<file path="config.mk">
export PLATFORM = sky130hd
export DESIGN_NAME = sprite_line_engine
export DESIGN_NICKNAME = d
export VERILOG_FILES = /design/src/rtl/ppu_pkg.sv /design/src/rtl/sprite_slot_match.sv /design/src/rtl/sprite_line_engine.sv
export SDC_FILE = /design/constraint.sdc
export NUM_CORES = 2
export LEC_CHECK = 0
export ABC_AREA = 1
export BUFFER_PORTS_ARGS = -buffer_cell sky130_fd_sc_hd__buf_4
export CORE_AREA = 2 2 321 323
export DETAILED_ROUTE_END_ITERATION = 10
export DIE_AREA = 0 0 323 325
export GPL_TIMING_DRIVEN = 0
export SYNTH_ARGS = -nofsm -noshare
export SYNTH_HDL_FRONTEND = slang
export SYNTH_SLANG_ARGS = --single-unit
</file>
<file path="constraint.sdc">
create_clock -name clock -period 86.2 [get_ports clock]
set_clock_uncertainty 0.15 [all_clocks]
set_input_delay 17.24 -clock clock [delete_from_list [all_inputs] [get_ports clock]]
set_output_delay 17.24 -clock clock [all_outputs]
set_load 0.02 [all_outputs]
</file>
<file path="src/rtl/ppu_pkg.sv">
// rtl/ppu_pkg.sv - shared types and entry layout for the sprite line engine
// Purpose: sprite table entry field offsets/widths, the per-line slot record
// and the scan FSM state encoding. Slot field widths track the default build
// of sprite_line_engine (8 sprites, 12-bit x, 256-row sprites).
package ppu_pkg;

    localparam int CHAR_W    = 8;
    localparam int PKG_X_W   = 12;
    localparam int PKG_IDX_W = 3;
    localparam int PKG_DY_W  = 8;

    // Entry layout is {char, y, x} with x in the LSBs.
    function automatic int entry_y_lsb(input int x_w);
        return x_w;
    endfunction

    function automatic int entry_char_lsb(input int x_w, input int y_w);
        return x_w + y_w;
    endfunction

    typedef struct packed {
        logic                 valid;
        logic [PKG_IDX_W-1:0] idx;
        logic [PKG_X_W-1:0]   x;
        logic [CHAR_W-1:0]    chr;
        logic [PKG_DY_W-1:0]  dy;
    } slot_t;

    typedef enum logic [1:0] {
        IDLE,
        SCAN,
        COPY
    } state_t;

endpackage

</file>
<file path="src/rtl/sprite_slot_match.sv">
// rtl/sprite_slot_match.sv - x-range compare and tile-relative column for one slot
// Purpose: decides whether the current pixel column falls inside one sprite slot.
// Ports: i_valid/i_slot_x/i_mirror describe the slot, i_pix_x is the pixel column,
//        o_match flags coverage, o_rel_x is the column inside the sprite.
// Optional feature: SPRITE_MIRROR_EN enables horizontal mirroring via i_mirror.
module sprite_slot_match #(
    parameter int X_W   = 12,
    parameter int SPR_W = 64
) (
    input  logic                     i_valid,
    input  logic [X_W-1:0]           i_slot_x,
    input  logic                     i_mirror,
    input  logic [X_W-1:0]           i_pix_x,
    output logic                     o_match,
    output logic [$clog2(SPR_W)-1:0] o_rel_x
);
    localparam int RX_W = $clog2(SPR_W);

    logic [X_W:0] w_dx;

    // One extra bit so a pixel left of the sprite shows as negative instead of wrapping.
    assign w_dx    = {1'b0, i_pix_x} - {1'b0, i_slot_x};
    assign o_match = i_valid && !w_dx[X_W] && (w_dx < (X_W+1)'(SPR_W));

`ifdef SPRITE_MIRROR_EN
    // SPR_W is a power of two, so SPR_W-1-d is the bitwise inverse of d.
    assign o_rel_x = i_mirror ? ~w_dx[RX_W-1:0] : w_dx[RX_W-1:0];
`else
    logic w_unused_mirror;
    assign w_unused_mirror = i_mirror;
    assign o_rel_x         = w_dx[RX_W-1:0];
`endif

endmodule

</file>
<file path="src/rtl/sprite_line_engine.sv">
// rtl/sprite_line_engine.sv - per-scanline sprite evaluation and pixel-hit engine
// Purpose: double-buffered sprite table, hblank scan into SLOTS line slots,
// per-pixel winner selection with one register stage.
// Ports: wr_en/wr_addr/wr_data write the shadow table, frame_start commits it,
//        line_start/eval_row start a scan, pix_x drives the pixel lookup;
//        busy, overflow, hit, spr_idx, spr_char, rel_x, rel_y are registered outputs.
// Optional feature: SPRITE_MIRROR_EN treats char[7] as a horizontal-mirror flag.
module sprite_line_engine
    import ppu_pkg::*;
#(
    parameter int NUM_SPRITES = 8,
    parameter int SLOTS       = 4,
    parameter int X_W         = 12,
    parameter int Y_W         = 11,
    parameter int SPR_W       = 64,
    parameter int SPR_H       = 256
) (
    input  logic                           clock,
    input  logic                           reset,
    input  logic                           wr_en,
    input  logic [$clog2(NUM_SPRITES)-1:0] wr_addr,
    input  logic [X_W+Y_W+8-1:0]           wr_data,
    input  logic                           frame_start,
    input  logic                           line_start,
    input  logic [Y_W-1:0]                 eval_row,
    input  logic [X_W-1:0]                 pix_x,
    output logic                           busy,
    output logic                           overflow,
    output logic                           hit,
    output logic [$clog2(NUM_SPRITES)-1:0] spr_idx,
    output logic [7:0]                     spr_char,
    output logic [$clog2(SPR_W)-1:0]       rel_x,
    output logic [$clog2(SPR_H)-1:0]       rel_y
);
    localparam int IDX_W   = $clog2(NUM_SPRITES);
    localparam int RX_W    = $clog2(SPR_W);
    localparam int RY_W    = $clog2(SPR_H);
    localparam int ENTRY_W = X_W + Y_W + 8;
    localparam int CNT_W   = $clog2(SLOTS + 1);
    localparam int Y_LSB   = entry_y_lsb(X_W);
    localparam int C_LSB   = entry_char_lsb(X_W, Y_W);

    logic [ENTRY_W-1:0] r_shadow [NUM_SPRITES];
    logic [ENTRY_W-1:0] r_active [NUM_SPRITES];

    state_t             r_state;
    logic [Y_W-1:0]     r_row;
    logic [IDX_W-1:0]   r_idx;
    logic [CNT_W-1:0]   r_cnt;
    slot_t              r_pend  [SLOTS];
    slot_t              r_slots [SLOTS];

    logic [ENTRY_W-1:0] w_ent;
    logic [Y_W:0]       w_dy;
    logic               w_row_hit;
    slot_t              w_new;
    logic [SLOTS-1:0]   w_match;
    logic [RX_W-1:0]    w_rel_x [SLOTS];
    slot_t              w_sel;
    logic [RX_W-1:0]    w_sel_rx;

    // A commit reads the shadow before a same-cycle write lands, so that write waits a frame.
    always_ff @(posedge clock or posedge reset) begin
        if (reset) begin
            for (int i = 0; i < NUM_SPRITES; i++) begin
                r_shadow[i] <= '0;
                r_active[i] <= '0;
            end
        end else begin
            if (wr_en)
                r_shadow[wr_addr] <= wr_data;
            if (frame_start)
                for (int i = 0; i < NUM_SPRITES; i++)
                    r_active[i] <= r_shadow[i];
        end
    end

    always_comb begin
        w_ent     = r_active[r_idx];
        w_dy      = {1'b0, r_row} - {1'b0, w_ent[Y_LSB +: Y_W]};
        w_row_hit = !w_dy[Y_W] && (w_dy < (Y_W+1)'(SPR_H));
        w_new       = '0;
        w_new.valid = 1'b1;
        w_new.idx   = r_idx;
        w_new.x     = w_ent[X_W-1:0];
        w_new.chr   = w_ent[C_LSB +: 8];
        w_new.dy    = w_dy[RY_W-1:0];
    end

    always_ff @(posedge clock or posedge reset) begin
        if (reset) begin
            r_state  <= IDLE;
            r_row    <= '0;
            r_idx    <= '0;
            r_cnt    <= '0;
            busy     <= 1'b0;
            overflow <= 1'b0;
            for (int s = 0; s < SLOTS; s++) begin
                r_pend[s]  <= '0;
                r_slots[s] <= '0;
            end
        end else begin
            if (frame_start)
                overflow <= 1'b0;
            if (r_state != IDLE && frame_start) begin
                r_state <= IDLE;
                busy    <= 1'b0;
                for (int s = 0; s < SLOTS; s++)
                    r_slots[s] <= '0;
            end else if (line_start) begin
                // Also covers a restart mid-scan; the active slot bank is left alone.
                r_state <= SCAN;
                busy    <= 1'b1;
                r_row   <= eval_row;
                r_idx   <= '0;
                r_cnt   <= '0;
                for (int s = 0; s < SLOTS; s++)
                    r_pend[s] <= '0;
            end else begin
                case (r_state)
                    SCAN: begin
                        if (w_row_hit) begin
                            if (r_cnt == CNT_W'(SLOTS)) begin
                                overflow <= 1'b1;
                            end else begin
                                for (int s = 0; s < SLOTS; s++)
                                    if (r_cnt == CNT_W'(s))
                                        r_pend[s] <= w_new;
                                r_cnt <= r_cnt + 1'b1;
                            end
                        end
                        if (r_idx == IDX_W'(NUM_SPRITES - 1))
                            r_state <= COPY;
                        else
                            r_idx <= r_idx + 1'b1;
                    end
                    COPY: begin
                        for (int s = 0; s < SLOTS; s++)
                            r_slots[s] <= r_pend[s];
                        r_state <= IDLE;
                        busy    <= 1'b0;
                    end
                    default: r_state <= IDLE;
                endcase
            end
        end
    end

    for (genvar s = 0; s < SLOTS; s++) begin : g_slot
        sprite_slot_match #(
            .X_W   (X_W),
            .SPR_W (SPR_W)
        ) u_match (
            .i_valid  (r_slots[s].valid),
            .i_slot_x (r_slots[s].x),
            .i_mirror (r_slots[s].chr[7]),
            .i_pix_x  (pix_x),
            .o_match  (w_match[s]),
            .o_rel_x  (w_rel_x[s])
        );
    end

    // Walk from the top slot down so the lowest matching slot is the last assignment.
    always_comb begin
        w_sel    = '0;
        w_sel_rx = '0;
        for (int s = SLOTS - 1; s >= 0; s--) begin
            if (w_match[s]) begin
                w_sel    = r_slots[s];
                w_sel_rx = w_rel_x[s];
            end
        end
    end

    always_ff @(posedge clock or posedge reset) begin
        if (reset) begin
            hit      <= 1'b0;
            spr_idx  <= '0;
            spr_char <= '0;
            rel_x    <= '0;
            rel_y    <= '0;
        end else begin
            hit      <= w_sel.valid;
            spr_idx  <= w_sel.idx;
`ifdef SPRITE_MIRROR_EN
            spr_char <= {1'b0, w_sel.chr[6:0]};
`else
            spr_char <= w_sel.chr;
`endif
            rel_x    <= w_sel_rx;
            rel_y    <= w_sel.dy;
        end
    end

endmodule

</file>
==> qor.yml <==
ys_seq_elements: 799
placeableCoreArea_sq_um: 101300
setup_viol: 0
fillCellCount: 10490
die_h_um: 325
grt_setup_unrepaired: "false"
synthFlopType: "dfrtp_1"
path_clk_slew_ps: 60
grt_start_max_net_pins: 128
worstSetupStartpoint: "pix_x[0]"
comb_power_share: 0.226
synth_edf_count: 0
internal-power_uw: 757.8
drt-met1-wl_um: 51690
switching_power_uw: 372.4
grt_overflow: 0
grt_pass1_wl_um: 175600
row_count: 117
crit_path_end: "spr_char[0]"
ctsHtreeMaxLevel: 3
synthTopCellsByArea: "dfrtp_1 55%, nand2_1 13%, o21ai_0 9.1%"
drt-initial-drc-count: 2805
status: "finished clean"
first_global_vias: 29090
fin_cells: 5957
timing.final.crit_share: 0.2276
die_w_um: 323
r2r_cells: 22
synthTopCellsByCount: "1253 x nand2_1, 799 x dfrtp_1, 656 x o21ai_0"
synth_top_area_frac: 0.5514
placed_cells: 5806
cts.sinks: 799
cts_hold_repair.buffers: 0
portBuffers: 87
hp-class: "reg2reg"
synth.avg_cell_area_sq_um: 8.348
yosysSeqAreaShare: 0.5514
syn_to_final_growth_pct: 14.92
start_kind: "input port"
fin_ws_ps: 66580
clockBufferDepth: 3
synth_area_leader_cell: "dfrtp_1"
power.leakage_uw: 0.02019
r2r-start: "r_idx[0]"
fmax_mhz: 50.96
p_per_area_nw_per_um2: 27.12
crit_fanout: 10
finalSetupTns_ps: 0
endpoint_kind: "register"
post_cts_buffers: 0
antenna_found_initial: 4
via_per_inst: 5.014
worstSetupPathType: "in2reg"
clkPwrFrac: 0.335
nets: 4658
worstMarginPinSlew_ps: 1216
drt_pass1_iterations: 5
grtUsageTotal: 0.2180
synth_most_common_cell: "nand2_1"
die_area_sq_um: 105000
ioPinCount: 90
yosysWarnings: 0
min_period_ps: 19620
rrSetupSlack_ps: 80660
slew-limit-headroom: 0.1866
cts_tree: "built"
synth_nets: 4477
antenna_left: 0
max-cap-violations: 0
vdd_drop_max_mv: 0.02059
p_total_uw: 1130
remaining_drc_errors: 0
holdWs_ps: 313.0
place_congestion: 0.9233
hold_viol: 0
ys_types: 41
syn-cell-area_sq_um: 36260
clock_latency_ps: 660
pre_cts_slack_ps: 65920
async_reset_ff_frac: 1.000
cts-root-buf: "clkbuf_16"
wl_met3_um: 6724
slew_viol_final: 0
top_layer: "met4"
dr_wl_met2_um: 52810
wire_per_inst_um: 19.10
crit_required_ps: 86620
numCtsBuffers: 85
dpl.hpwl_um: 83580
r2r-end: "r_pend[36]"
wirelength_um: 113800
initial_utilization: 0.3580
seqPwrFrac: 0.439
vias: 29870
switching_share: 0.3295
syn_inst: 4344
ctsResizeCount: 0
drive_gt1_frac: 0.06844
arrival_ps: 20040
[per-layer routing]
metal | global-route usage | up-vias
met5 | 0 | -
met3 | 0.03269 | 144
li1 | - | 14390
met4 | 0.05794 | 0
met1 | 0.3059 | 14480
met2 | 0.3511 | 851
[worst min path at each step]
stage | from | to | slack (ps) | cells past startpoint
final | r_active[223] | r_active[223] | 310 | 2
after global routing | r_active[218] | r_active[218] | 330 | 2
after CTS | r_active[154] | r_active[154] | 320 | 2
after detailed placement | r_active[154] | r_active[154] | 300 | 2
after global placement | r_active[121] | r_active[121] | 300 | 2
after floorplan | r_active[100] | r_active[100] | 290 | 2
[cells in the final DEF (no fill, tap or decap), types with 20 or more instances in the layout]
cell,n
nor2_1,102
clkbuf_16,86
ha_1,66
buf_2,35
dfrtp_1,799
o22ai_1,20
o21ai_0,656
inv_1,473
nand4_1,78
buf_4,91
o21ai_1,69
a21oi_1,160
clkbuf_1,207
nand3_1,298
nand2_1,1253
[power groups by stage]
stage	sequential, uW	clock [uW]	combinational (uW)
floorplan	489	0	182
global placement	502	0	249
detailed placement	501	0	254
CTS	495	384	256
global route	504	398	293
finish	496	378	256
[state kept, by name, indices dropped and copies added, names as in the netlist]
register  count
busy          1
r_cnt         3
rel_y         8
spr_idx       3
rel_x         6
r_row        11
r_state       2
r_idx         3
r_active    248
r_pend      128
overflow      1
r_shadow    248
spr_char      8
hit           1
r_slots     128
[per-stage QoR]
stage	instance area, sq um	utilization
after global routing	41670	0.4114
after detailed placement	38830	0.3833
after floorplan	36260	-
final	41670	0.4114
after CTS	41670	0.4114
after global placement	38630	0.3813
[final cells by class]
type	instances	area, sq um	share of cell area
sequential	799	19990	0.4798
timing repair buffer	94	845.8	0.02030
clock buffer	123	2481	0.05954
buffer	251	1069	0.02564
inverter	481	1813	0.04350
antenna	1	2.502	0.00006005
tap	1368	1712	0.04107
clock inverter	27	362.8	0.008707
multi-input combinational	2813	13390	0.3214
[kinds of logic after synthesis]
kind of cell    synth area share
xor+xnor                0.006211
simple gates              0.2044
flops                     0.5514
buf+inv                  0.07926
compound gates            0.1332
fa+ha+maj                0.02553
[worst max-delay path, cell delays in order]
cell      delay [ps]
buf_4            110
inv_1            180
ha_1             190
inv_1             70
fa_1             450
nand3_1          120
nand3_1          170
nand2_1          130
nand3b_1          80
nand2_1          100
nand2_1           70
nor2_2           180
nand2_1          140
nor2_4           260
buf_6            190
nand3_2           60
nand3_1           70
nand3_1          120
nand2_1          110
No activity file was read; power rests on OpenSTA's default activity.
